File: src/rtl/gbc_vram_dma_controller.sv
// CGB HDMA controller: owns FF51-FF55 and copies 16-byte blocks from the system
// bus into VRAM, either back-to-back (GDMA) or one block per HBlank (HDMA).
module gbc_vram_dma_controller (
    input  logic        Clk,
    input  logic        Reset_n,
    input  logic        ClkEn,
    input  logic [2:0]  RegAddr,
    input  logic        RegWrite,
    input  logic [7:0]  RegWData,
    output logic [7:0]  RegRData,
    input  logic [1:0]  Mode,
    input  logic        LcdOn,
    output logic        CpuHalt,
    output logic        SrcAccess,
    output logic [15:0] SrcAddress,
    input  logic [7:0]  SrcData,
    input  logic        SrcDataReady,
    output logic        VramAccess,
    output logic        VramWrite,
    output logic [12:0] VramAddress,
    output logic [7:0]  VramData,
    input  logic        VramReady
);

    typedef enum logic [1:0] {IDLE, HB_WAIT, FETCH, STORE} state_t;

    state_t      state;
    logic [7:0]  src_hi;
    logic [3:0]  src_lo;
    logic [4:0]  dst_hi;
    logic [3:0]  dst_lo;
    logic [15:0] src_cnt;
    logic [12:0] dst_cnt;
    logic [3:0]  byte_cnt;
    logic [6:0]  blocks_m1;
    logic        hblank;
    logic        cancel_pend;
    logic        cancelled;
    logic [1:0]  mode_q;
    logic [7:0]  data_q;

    logic hdma5_wr;
    logic cancel_req;
    logic mode_entry;

    assign hdma5_wr   = RegWrite && (RegAddr == 3'd5);
    assign cancel_req = hdma5_wr && !RegWData[7] && hblank;
    assign mode_entry = LcdOn && (Mode == 2'd0) && (mode_q != 2'd0);

    // NOTE: sequential state uses non-blocking (<=) so every register samples
    // pre-edge values; blocking here would create order-dependent races.
    always_ff @(posedge Clk or negedge Reset_n) begin
        if (!Reset_n) begin
            state       <= IDLE;
            src_hi      <= '0;
            src_lo      <= '0;
            dst_hi      <= '0;
            dst_lo      <= '0;
            src_cnt     <= '0;
            dst_cnt     <= '0;
            byte_cnt    <= '0;
            blocks_m1   <= '0;
            hblank      <= 1'b0;
            cancel_pend <= 1'b0;
            cancelled   <= 1'b0;
            mode_q      <= '0;
            data_q      <= '0;
        end else if (ClkEn) begin
            mode_q <= Mode;
            if (RegWrite) begin
                case (RegAddr)
                    3'd1:    src_hi <= RegWData;
                    3'd2:    src_lo <= RegWData[7:4];
                    3'd3:    dst_hi <= RegWData[4:0];
                    3'd4:    dst_lo <= RegWData[7:4];
                    default: ;
                endcase
            end
            case (state)
                IDLE: begin
                    if (hdma5_wr) begin
                        src_cnt     <= {src_hi, src_lo, 4'h0};
                        dst_cnt     <= {dst_hi, dst_lo, 4'h0};
                        byte_cnt    <= '0;
                        blocks_m1   <= RegWData[6:0];
                        hblank      <= RegWData[7];
                        cancel_pend <= 1'b0;
                        cancelled   <= 1'b0;
                        // HBlank start gets an immediate block if already in Mode 0 or LCD is off
                        if (!RegWData[7] || !LcdOn || (Mode == 2'd0))
                            state <= FETCH;
                        else
                            state <= HB_WAIT;
                    end
                end
                HB_WAIT: begin
                    if (cancel_req) begin
                        state     <= IDLE;
                        cancelled <= 1'b1;
                    end else if (mode_entry) begin
                        state <= FETCH;
                    end
                end
                FETCH: begin
                    if (cancel_req)
                        cancel_pend <= 1'b1;
                    if (SrcDataReady) begin
                        data_q  <= SrcData;
                        src_cnt <= src_cnt + 16'd1;
                        state   <= STORE;
                    end
                end
                STORE: begin
                    if (cancel_req)
                        cancel_pend <= 1'b1;
                    if (VramReady) begin
                        dst_cnt  <= dst_cnt + 13'd1;
                        byte_cnt <= byte_cnt + 4'd1;
                        if (byte_cnt == 4'hF) begin
                            blocks_m1 <= blocks_m1 - 7'd1;
                            if (blocks_m1 == 7'd0) begin
                                state <= IDLE;
                            end else if (cancel_pend || cancel_req) begin
                                state       <= IDLE;
                                cancelled   <= 1'b1;
                                cancel_pend <= 1'b0;
                            end else if (hblank) begin
                                state <= HB_WAIT;
                            end else begin
                                state <= FETCH;
                            end
                        end else begin
                            state <= FETCH;
                        end
                    end
                end
                default: state <= IDLE;
            endcase
        end
    end

    // NOTE: the read mux assigns its default first so no path leaves RegRData
    // unassigned, which would otherwise infer a latch.
    always_comb begin
        RegRData = 8'hFF;
        if (RegAddr == 3'd5) begin
            if (state != IDLE)
                RegRData = {1'b0, blocks_m1};
            else if (cancelled)
                RegRData = {1'b1, blocks_m1};
        end
    end

    assign CpuHalt     = (state == FETCH) || (state == STORE);
    assign SrcAccess   = (state == FETCH);
    assign SrcAddress  = src_cnt;
    assign VramAccess  = (state == STORE);
    assign VramWrite   = (state == STORE);
    assign VramAddress = dst_cnt;
    assign VramData    = data_q;

endmodule
File: config.mk
export PLATFORM = sky130hd
export DESIGN_NAME = gbc_vram_dma_controller
export DESIGN_NICKNAME = d
export VERILOG_FILES = /design/src/rtl/gbc_vram_dma_controller.sv
export SDC_FILE = /design/constraint.sdc
export NUM_CORES = 1
export LEC_CHECK = 0
export ABC_CLOCK_PERIOD_IN_PS = 4300
export CAP_MARGIN = 25
export CORE_MARGIN = 5
export CORE_UTILIZATION = 30
export CTS_CLUSTER_SIZE = 30
export DETAILED_ROUTE_END_ITERATION = 7
export GPL_TIMING_DRIVEN = 0
export MAX_ROUTING_LAYER = met4
export PLACE_DENSITY = 0.59
export SYNTH_ARGS = -nofsm -noshare
export SYNTH_HDL_FRONTEND = slang
export SYNTH_SLANG_ARGS = --single-unit
File: constraint.sdc
create_clock -name Clk -period 4.3 [get_ports Clk]
set_clock_uncertainty 0.2 [all_clocks]
set_input_delay 0.86 -clock Clk [delete_from_list [all_inputs] [get_ports Clk]]
set_output_delay 0.86 -clock Clk [all_outputs]
set_load 0.1 [all_outputs]
==> results of run 1 <==
[how the worst max path moves through the flow]
| stage | from | endpoint | slack, ps | cells past startpoint |
|---|---|---|---|---|
| 2_1_floorplan | state[0]$_DFFE_PN0P_ | VramWrite | 1020 | 5 |
| 3_3_place_gp | Reset_n | VramAddress[3]$_DFFE_PN0P_ | -630 | 1 |
| 6_report | state[0]$_DFFE_PN0P_ | VramWrite | 170 | 6 |
| 3_5_place_dp | RegAddr[1] | RegRData[4] | 150 | 4 |
| 5_1_grt | state[0]$_DFFE_PN0P_ | VramWrite | 30 | 6 |
| 4_1_cts | state[1]$_DFFE_PN0P_ | RegRData[1] | 80 | 6 |
[timing repair]
| item | 4_1_cts | 5_1_grt |
|---|---|---|
| resized for setup | 0 | 7 |
| hold buffers | 0 | 0 |
| endpoints found under the setup margin | 0 | 7 |
| endpoints found under the hold margin | 0 | 0 |
[cell usage after synthesis, drive strengths merged (2+ instances only)]
cell type	number	area, sq um
a211oi	2	15.0
a21o	2	15.0
a21oi	32	160
a22oi	2	15.0
a2bb2oi	3	26.3
a311oi	4	35.0
a31oi	2	12.5
a32oi	3	26.3
and2	4	25.0
and3	9	56.3
and4	2	17.5
buf	9	58.8
clkbuf	12	45.0
dfrtp	76	1900
ha	5	62.6
inv	7	26.3
mux2	31	349
nand2	41	156
nand2b	4	32.5
nand3	23	120
nand4	7	43.8
nor2	33	124
nor3	17	90.1
nor4	2	18.8
o21a	2	22.5
o21ai	36	180
o22ai	5	31.3
o2bb2ai	2	17.5
o31ai	3	22.5
or3	9	56.3
or4	2	18.8
xor2	5	43.8
[registers in the layout, indices dropped and copies added (netlist names), 2 cells and up]
name         flops
SrcAddress      16
VramAddress     13
VramData         8
src_hi           8
blocks_m1        7
dst_hi           5
byte_cnt         4
dst_lo           4
src_lo           4
mode_q           2
state            2
[worst max-delay path: cells and delay by family (launching register included)]
family | cells | cell delay [ps]
buffers and inverters | 5 | 2170
flip-flops | 1 | 400
AND/OR/NAND/NOR | 1 | 150
[cell type report]
cell class	instances	area share
multi-input cells	305	0.363
flip-flops and latches	76	0.363
repair buffers	77	0.153
clock buffers	9	0.0430
well taps	172	0.0411
plain buffers	21	0.0198
clock inverters	7	0.0110
inverters	8	0.00573
[power breakdown]
part	switching [uW]	leakage, uW	internal (uW)
logic	1820	0.00111	596
clock network	323	0.000129	398
registers	245	0.000926	952
[cells by family after synthesis]
kind of cell,share of synthesized area
DFF,0.483
xor gates and xnor gates,0.0111
muxes,0.0886
and+or+nand+nor,0.201
buffers and inverters,0.0340
AOI/OAI and AO/OA,0.167
adders and majority gates,0.0159
[through the flow]
stage / TNS, ps / hold slack (ps) / total power, uW / util
after floorplan: 0 / 258 / 2990 / -
after global placement: -47220 / 276 / 3590 / 0.386
after detailed placement: 0 / 292 / 3620 / 0.388
after CTS: 0 / 216 / 4350 / 0.410
after global routing: 0 / 232 / 4530 / 0.412
final: 0 / 214 / 4330 / 0.412
[layer usage]
layer  global-route usage  part of all wire
met2                0.229              0.47
met1                0.201              0.47
met5                    -                 0
met3               0.0232             0.050
met4               0.0484             0.016
==> results.txt, run 1 <==
DR WL/cell -> 16.5 um
most common cell after layout, fill and taps aside -> dfrtp_1
ANT nets after route -> 0
DRT iter0 DRCs -> 180
share of flip-flops with an asynchronous set or reset -> 1.00
number of synthesized flops with an enable pin -> 0
Cell Pwr Density -> 826 nW/um^2
fmax -> 242 MHz
final instance area -> 5240 sq um
H-Tree Depth -> 3
critical path's slowest cell -> clkdlybuf4s50_1
area occupied by multi-input gates -> 1900 sq um
DR vias/cell -> 5.24
# setup viols final -> 0
first-pass GRT wire length -> 18400 um
clock buffer depth -> 2
worst path required time -> 3240 ps
Overflow after GRT -> 0
Die Wd -> 125 um
GPL Wtd Cong -> 0.885
crit-path cells -> buf_4 -> nand2_2 -> clkinv_1 -> clkbuf_1 -> buf_4 -> clkdlybuf4s50_1
most frequent cells in the layout -> dfrtp_1 (76), clkdlybuf4s50_1 (67), nand2_1 (40), nor2_1 (33), a21oi_1 (32)
Final Critical Period -> 4130 ps
actual slew at the worst max-slew pin -> 987 ps
reg2reg end -> blocks_m1[4]$_DFFE_PN0P_
vias in the first global route -> 3485
final hold violation count -> 0
DIE HEIGHT -> 125 um
WP data arrival -> 3070 ps
Avg Synthesized Cell Area -> 9.61 sq um
CP Capture Type -> primary output
cell count after synthesis -> 410
Initial Util -> 0.310
synth warn -> 0
vias -> 3536
IO buf count -> 75
Worst Setup Start Kind -> flop
Final Slew Violations -> 0
Clock Latency Late Sink -> 340 ps
Mapped Area -> 3940 sq um
gr usage total -> 0.149
# clock sinks -> 76
Clock Pin Slew Worst Setup and Hold Paths -> 70 ps
worst hold path type -> in2async
largest net degree at the start of global routing -> 55
Post-DP HPWL -> 8240 um
first-pass iteration count of the detailed router -> 5
VDD IR max -> 0.501 mV
setup slack after layout -> 170 ps
CTS Root Cell -> clkbuf_16
Post-Route WL -> 11100 um
Rows -> 41
FF/Latch Area -> 1900 sq um
sequential area share after synthesis -> 0.483
dpl cell area -> 4940 sq um
CTS buffer count -> 9
status -> complete, no violations
CP Class -> reg2out
TritonCTS clock tree -> yes
Die Area -> 15500 sq um
initial antenna violation count -> 0
largest fanout on the critical path -> 11
Leak -> 0.00216 uW
crit-path max cell delay -> 1120 ps
Worst R2R Start -> state[0]$_DFFE_PN0P_
share of cells above drive strength 1 -> 0.135
max cap viols -> 0
distinct cell type count after synthesis -> 56
main flop type after synthesis -> dfrtp_1
unrepaired setup endpoints after global routing -> false
Nets -> 531
final std cells w/o fill -> 675
# fillers -> 1289
FF-to-FF path depth -> 8
max_slew headroom -> 0.340
# DRC -> 0
r2r setup slk -> 1960 ps
Top Ports -> 77
Period Utilization, post-route -> 0.961
synthesis-stage register bit count -> 76
dpl ws -> 150 ps
area delta synth->final -> 33.0%
cell mode on critical path -> buf_4
Post-CTS Setup Inserts -> 0
ant diodes -> 0
Core Area -> 12700 sq um
Cells after DPL -> 659
Syn Nets -> 443
Note: power is estimated with default switching activity, not from simulation.
==> inputs of run 2 (changes only) <==
ABC_CLOCK_PERIOD_IN_PS = 4800   (was 4300)
clock period = 4.8 ns   (was 4.3 ns; I/O delays follow)
==> run 2 against run 1 <==
Wire length is essentially flat. Cell count unchanged. Sequential share of layout area increased by 0.12 points. Count of clock-buffer cells in the layout unchanged. Die area did not move. Critical endpoint is now RegRData[3].
==> results.txt, run 2 (same netlist as run 1, synthesis figures left out) <==
Clock Latency Late Sink -> 340 ps (about the same)
first-pass iteration count of the detailed router -> 4 (was 5)
largest fanout on the critical path -> 8 (was 11)
DIE HEIGHT -> 125 um (unchanged)
Rows -> 41 (unchanged)
cell mode on critical path -> clkdlybuf4s50_1 (was buf_4)
initial antenna violation count -> 0 (unchanged)
fmax -> 230 MHz
# clock sinks -> 76 (unchanged)
Crit path buffers/inverters -> 2 (was 5)
dpl cell area -> 4940 sq um (unchanged)
TritonCTS clock tree -> yes (unchanged)
switch share -> 0.550 (was 0.551)
final hold violation count -> 0 (unchanged)
Overflow after GRT -> 0 (unchanged)
CTS Root Cell -> clkbuf_16 (unchanged)
CP Depth -> 4 (was 6)
Core Area -> 12700 sq um (unchanged)
WP data arrival -> 3190 ps (was 3070 ps)
CP Class -> in2out (was reg2out)
# fillers -> 1295 (was 1289)
Post-CTS Setup Inserts -> 0 (unchanged)
most frequent cells in the layout -> dfrtp_1 (76), clkdlybuf4s50_1 (74), nand2_1 (40), nor2_1 (33), a21oi_1 (32) (was dfrtp_1 (76), clkdlybuf4s50_1 (67), nand2_1 (40), nor2_1 (33), a21oi_1 (32))
share of cells above drive strength 1 -> 0.135 (unchanged)
vias in the first global route -> 3485 (unchanged)
gr usage total -> 0.149 (unchanged)
VDD IR max -> 0.449 mV (was 0.501 mV)
Worst Setup Start Kind -> input pin (was flop)
# setup viols final -> 0 (unchanged)
setup slack after layout -> 448 ps (was 170 ps)
CP top delay family -> buffers and inverters (unchanged)
Switch Pwr -> 2130 uW (was 2380 uW)
ant diodes -> 0 (unchanged)
IO buf count -> 75 (unchanged)
final std cells w/o fill -> 675 (unchanged)
status -> complete, no violations (unchanged)
Int Pwr -> 1740 uW (was 1950 uW)
Post-Route WL -> 11100 um (about the same)
CTS hold repair buffers -> 0 (unchanged)
area delta synth->final -> 32.5% (was 33.0%)
Seq pwr share -> 0.276 (about the same)
most common cell after layout, fill and taps aside -> dfrtp_1 (unchanged)
clock buffer depth -> 2 (unchanged)
worst hold path stage count -> 1
Initial Util -> 0.310 (unchanged)
H-Tree Depth -> 3 (unchanged)
critical path's slowest cell -> clkdlybuf4s50_1 (unchanged)
crit-path max cell delay -> 980 ps (was 1120 ps)
Period Utilization, post-route -> 0.907
Post-DP HPWL -> 8240 um (unchanged)
FF-to-FF path depth -> 8 (unchanged)
DR vias/cell -> 5.24 (unchanged)
max cap viols -> 0 (unchanged)
number of flip-flops in the largest register -> 16 (unchanged)
vias -> 3536 (unchanged)
Clk network pwr share -> 0.166 (about the same)
Final Critical Period -> 4350 ps
Die Wd -> 125 um (unchanged)
Final Slew Violations -> 0 (unchanged)
max_slew headroom -> 0.341 (was 0.340)
Die Area -> 15500 sq um (unchanged)
crit-path cells -> clkdlybuf4s50_1 -> nand3b_2 -> or3_1 -> clkdlybuf4s50_1 (was buf_4 -> nand2_2 -> clkinv_1 -> clkbuf_1 -> buf_4 -> clkdlybuf4s50_1)
DRT iter0 DRCs -> 177 (was 180)
Nets -> 531 (unchanged)
Cell Pwr Density -> 743 nW/um^2 (was 826 nW/um^2)
CP Capture Type -> primary output (unchanged)
Resized cells post-CTS -> 0 (unchanged)
Comb power frac -> 0.557 (about the same)
# DRC -> 0 (unchanged)
worst hold path type -> reg2reg (was in2async)
dpl ws -> 450 ps (was 150 ps)
DR WL/cell -> 16.5 um (about the same)
GPL Wtd Cong -> 0.885 (unchanged)
first-pass GRT wire length -> 18400 um (unchanged)
final instance area -> 5220 sq um (was 5240 sq um)
Leak -> 0.00216 uW (about the same)
Clock Pin Slew Worst Setup and Hold Paths -> 60 ps (was 70 ps)
largest net degree at the start of global routing -> 55 (unchanged)
worst path required time -> 3640 ps (was 3240 ps)
actual slew at the worst max-slew pin -> 986 ps (was 987 ps)
ANT nets after route -> 0 (unchanged)
Cells after DPL -> 659 (unchanged)
Top Ports -> 77 (unchanged)
unrepaired setup endpoints after global routing -> false (unchanged)
CTS buffer count -> 9 (unchanged)
run 2: final cells by class:
cell class	count	area [sq um]	share of cell area
Buffer	21	104	0.0199
Clock buffer	9	225	0.0431
Clock inverter	7	57.6	0.0110
Inverter	8	30.0	0.00575
Multi-Input combinational cell	305	1900	0.365
Sequential cell	76	1900	0.364
Tap cell	172	215	0.0412
Timing Repair Buffer	77	783	0.150
run 2: power groups by stage:
stage | clock network, uW | logic, uW | registers (uW)
after floorplan | 0 | 626 | 2050
after global placement | 0 | 2150 | 1070
after detailed placement | 0 | 2170 | 1080
after CTS | 659 | 2170 | 1070
after global routing | 686 | 2260 | 1110
final | 645 | 2160 | 1070
run 2: path summary, 6_finish.rpt:
check                                   startpoint                          to  slack, ps
min in group asynchronous                  Reset_n  SrcAddress[14]$_DFFE_PN0P_        310
setup reg to reg              state[0]$_DFFE_PN0P_    blocks_m1[4]$_DFFE_PN0P_       2460
setup / recovery                        RegAddr[1]                 RegRData[3]        450
hold / removal             VramData[0]$_DFFE_PN0P_     VramData[0]$_DFFE_PN0P_        300
hold reg to reg            VramData[0]$_DFFE_PN0P_     VramData[0]$_DFFE_PN0P_        300
max in group asynchronous                  Reset_n       dst_hi[1]$_DFFE_PN0P_       3500
run 2: routing by layer:
metal  track usage  vias to the layer above  share of wire  routed length (um)
li1              -                     1681              -                   -
met1         0.201                     1730           0.47                5210
met2         0.229                      108           0.47                5210
met3        0.0232                       17          0.048                 540
met4        0.0484                        0          0.017                 185
met5             -                        -              0                   0
run 2: per-stage QoR:
step	hold slack, ps	utilization	setup TNS (ps)	power, uW
2_1_floorplan	258	-	0	2680
3_3_place_gp	276	0.386	-16820	3220
3_5_place_dp	292	0.388	0	3250
4_1_cts	306	0.410	0	3900
5_1_grt	330	0.410	0	4060
6_report	303	0.410	0	3880
==> inputs of run 3 (changes only) <==
CELL_PAD_IN_SITES_DETAIL_PLACEMENT = 0   (was not set)
CELL_PAD_IN_SITES_GLOBAL_PLACEMENT = 1   (was not set)
CORE_ASPECT_RATIO = 1.5   (was not set)
PLACE_DENSITY = 0.71   (was 0.59)
==> run 3 against run 2 <==
Sequential power about the same. Clock power is 2% higher. Non-clock buffer count stayed put. Critical path type unchanged. Largest power group unchanged. Highest routed layer unchanged.
==> results.txt, run 3 (same netlist as run 1, synthesis figures left out) <==
gr usage total -> 0.155 (was 0.149)
grt met1 use -> 0.185 (was 0.201)
first-pass GRT wire length -> 18900 um (was 18400 um)
DIE HEIGHT -> 150 um (was 125 um)
# fillers -> 1314 (was 1295)
crit-path max cell delay -> 970 ps (was 980 ps)
routing usage on met2 -> 0.259 (was 0.229)
initial antenna violation count -> 0 (unchanged)
worst hold path type -> reg2reg (unchanged)
final hold violation count -> 0 (unchanged)
vias -> 3482 (was 3536)
Resized cells post-CTS -> 0 (unchanged)
Period Utilization, post-route -> 0.908 (was 0.907)
Worst Hold End -> byte_cnt[1]$_DFFE_PN0P_ (was VramData[0]$_DFFE_PN0P_)
crit-path cells -> clkdlybuf4s50_1 -> nand3b_2 -> or3_1 -> clkdlybuf4s50_1 (unchanged)
max cap viols -> 0 (unchanged)
Clock Pin Slew Worst Setup and Hold Paths -> 50 ps (was 60 ps)
worst path required time -> 3640 ps (about the same)
largest fanout on the critical path -> 8 (unchanged)
DRT iter0 DRCs -> 200 (was 177)
cell mode on critical path -> clkdlybuf4s50_1 (unchanged)
number of flip-flops in the largest register -> 16 (unchanged)
Post-Route WL -> 11600 um (was 11100 um)
FF-to-FF path depth -> 8 (unchanged)
CTS buffer count -> 9 (unchanged)
most frequent cells in the layout -> dfrtp_1 (76), clkdlybuf4s50_1 (74), nand2_1 (40), nor2_1 (33), a21oi_1 (32) (unchanged)
clock buffer depth -> 2 (unchanged)
Worst Setup Start Kind -> input pin (unchanged)
DR vias/cell -> 5.28 (was 5.24)
Final Critical Period -> 4360 ps (was 4350 ps)
vias in the first global route -> 3562 (was 3485)
Initial Util -> 0.304 (was 0.310)
GPL Wtd Cong -> 0.881 (was 0.885)
ANT nets after route -> 0 (unchanged)
Overflow after GRT -> 0 (unchanged)
Worst R2R Start -> state[0]$_DFFE_PN0P_ (unchanged)
# clock sinks -> 76 (unchanged)
CP Class -> in2out (unchanged)
ant diodes -> 0 (unchanged)
H-Tree Depth -> 3 (unchanged)
# setup viols final -> 0 (unchanged)
Crit path buffers/inverters -> 2 (unchanged)
CTS hold repair buffers -> 0 (unchanged)
Nets -> 531 (unchanged)
# DRC -> 0 (unchanged)
r2r setup slk -> 2430 ps (was 2460 ps)
Hold Crit Start -> byte_cnt[1]$_DFFE_PN0P_ (was VramData[0]$_DFFE_PN0P_)
Post-DP HPWL -> 8630 um (was 8240 um)
actual slew at the worst max-slew pin -> 980 ps (was 986 ps)
CP top delay family -> buffers and inverters (unchanged)
IO buf count -> 75 (unchanged)
largest net degree at the start of global routing -> 56 (was 55)
setup slack after layout -> 442 ps (was 448 ps)
WP data arrival -> 3200 ps (was 3190 ps)
dpl cell area -> 4920 sq um (was 4940 sq um)
share of cells above drive strength 1 -> 0.130 (was 0.135)
CTS Root Cell -> clkbuf_16 (unchanged)
CP Capture Type -> primary output (unchanged)
final instance area -> 5200 sq um (was 5220 sq um)
FF/Latch Area -> 1900 sq um (unchanged)
worst hold path stage count -> 2 (was 1)
dpl ws -> 439 ps (was 450 ps)
Rows -> 51 (was 41)
critical path's slowest cell -> clkdlybuf4s50_1 (unchanged)
unrepaired setup endpoints after global routing -> false (unchanged)
Leak -> 0.00217 uW (was 0.00216 uW)
Top Ports -> 77 (unchanged)
VDD IR max -> 0.416 mV (was 0.449 mV)
Final Slew Violations -> 0 (unchanged)
reg2reg end -> blocks_m1[4]$_DFFE_PN0P_ (unchanged)
Core Area -> 13000 sq um (was 12700 sq um)
global-route track usage on met3 -> 0.0309 (was 0.0232)
area occupied by multi-input gates -> 1900 sq um (unchanged)
Post-CTS Setup Inserts -> 0 (unchanged)
Clock Latency Late Sink -> 330 ps (was 340 ps)
DR WL/cell -> 17.6 um (was 16.5 um)
area delta synth->final -> 32.0% (was 32.5%)
fmax -> 229 MHz (was 230 MHz)
Cell Pwr Density -> 748 nW/um^2 (was 743 nW/um^2)
Die Area -> 15600 sq um (was 15500 sq um)
max_slew headroom -> 0.345 (was 0.341)
TritonCTS clock tree -> yes (unchanged)
most common cell after layout, fill and taps aside -> dfrtp_1 (unchanged)
Most Crowded Layer GR -> met2 (unchanged)
first-pass iteration count of the detailed router -> 4 (unchanged)
Die Wd -> 104 um (was 125 um)
status -> complete, no violations (unchanged)
==> run 3: changes by cell type in the layout (fill, tap and decap cells not counted), sizes merged <==
cell	before	now
bufinv	0	1
inv	10	7
clkinvlp	3	0
clkbuf	21	22
clkinv	2	3
==> run 3: worst max-delay path by stage <==
stage                         endpoint            startpoint  cells past startpoint  slack (ps)
2_1_floorplan                VramWrite  state[0]$_DFFE_PN0P_                      5        1420
3_3_place_gp   VramData[3]$_DFFE_PN0P_               Reset_n                      1        -320
3_5_place_dp               RegRData[5]            RegAddr[2]                      4         440
4_1_cts                    RegRData[0]  state[1]$_DFFE_PN0P_                      6         410
5_1_grt                    RegRData[0]  state[1]$_DFFE_PN0P_                      6         270
6_report                   RegRData[5]            RegAddr[2]                      4         440
==> run 3: metal layers <==
metal | routed length (um) | vias to the layer above
met2 | 5790 | 106
met4 | 281 | 0
met1 | 5000 | 1682
met3 | 493 | 17
met5 | 0 | -
li1 | - | 1677
==> run 3: worst reg2reg max path: cells and delay by family (launching register included) <==
kind	cells	cell delay (ps)
AO/OA/AOI/OAI	3	400
buffers and inverters	3	740
flip-flops	1	410
AND/OR/NAND/NOR	2	560
==> run 3: report_power, final <==
part           internal (uW)  switching [uW]
clock                    406             250
sequential               853             217
combinational            534            1630
==> run 3: cell type report <==
class / instances / area share
repair buffers: 77 / 0.151
clock inverters: 3 / 0.00770
multi-input cells: 305 / 0.366
clock buffers: 10 / 0.0460
well taps: 159 / 0.0383
flip-flops and latches: 76 / 0.366
plain buffers: 21 / 0.0200
inverters: 8 / 0.00577
==> run 3: stage by stage <==
step                      power, uW  hold WS [ps]  instances  utilization  TNS (ps)
final                          3890           296        659        0.401         0
after global routing           4080           319        659        0.401         0
after CTS                      3920           296        659        0.401         0
after detailed placement       3240           285        646        0.380         0
after global placement         3220           273        644        0.377    -23530
after floorplan                2680           258        410            -         0
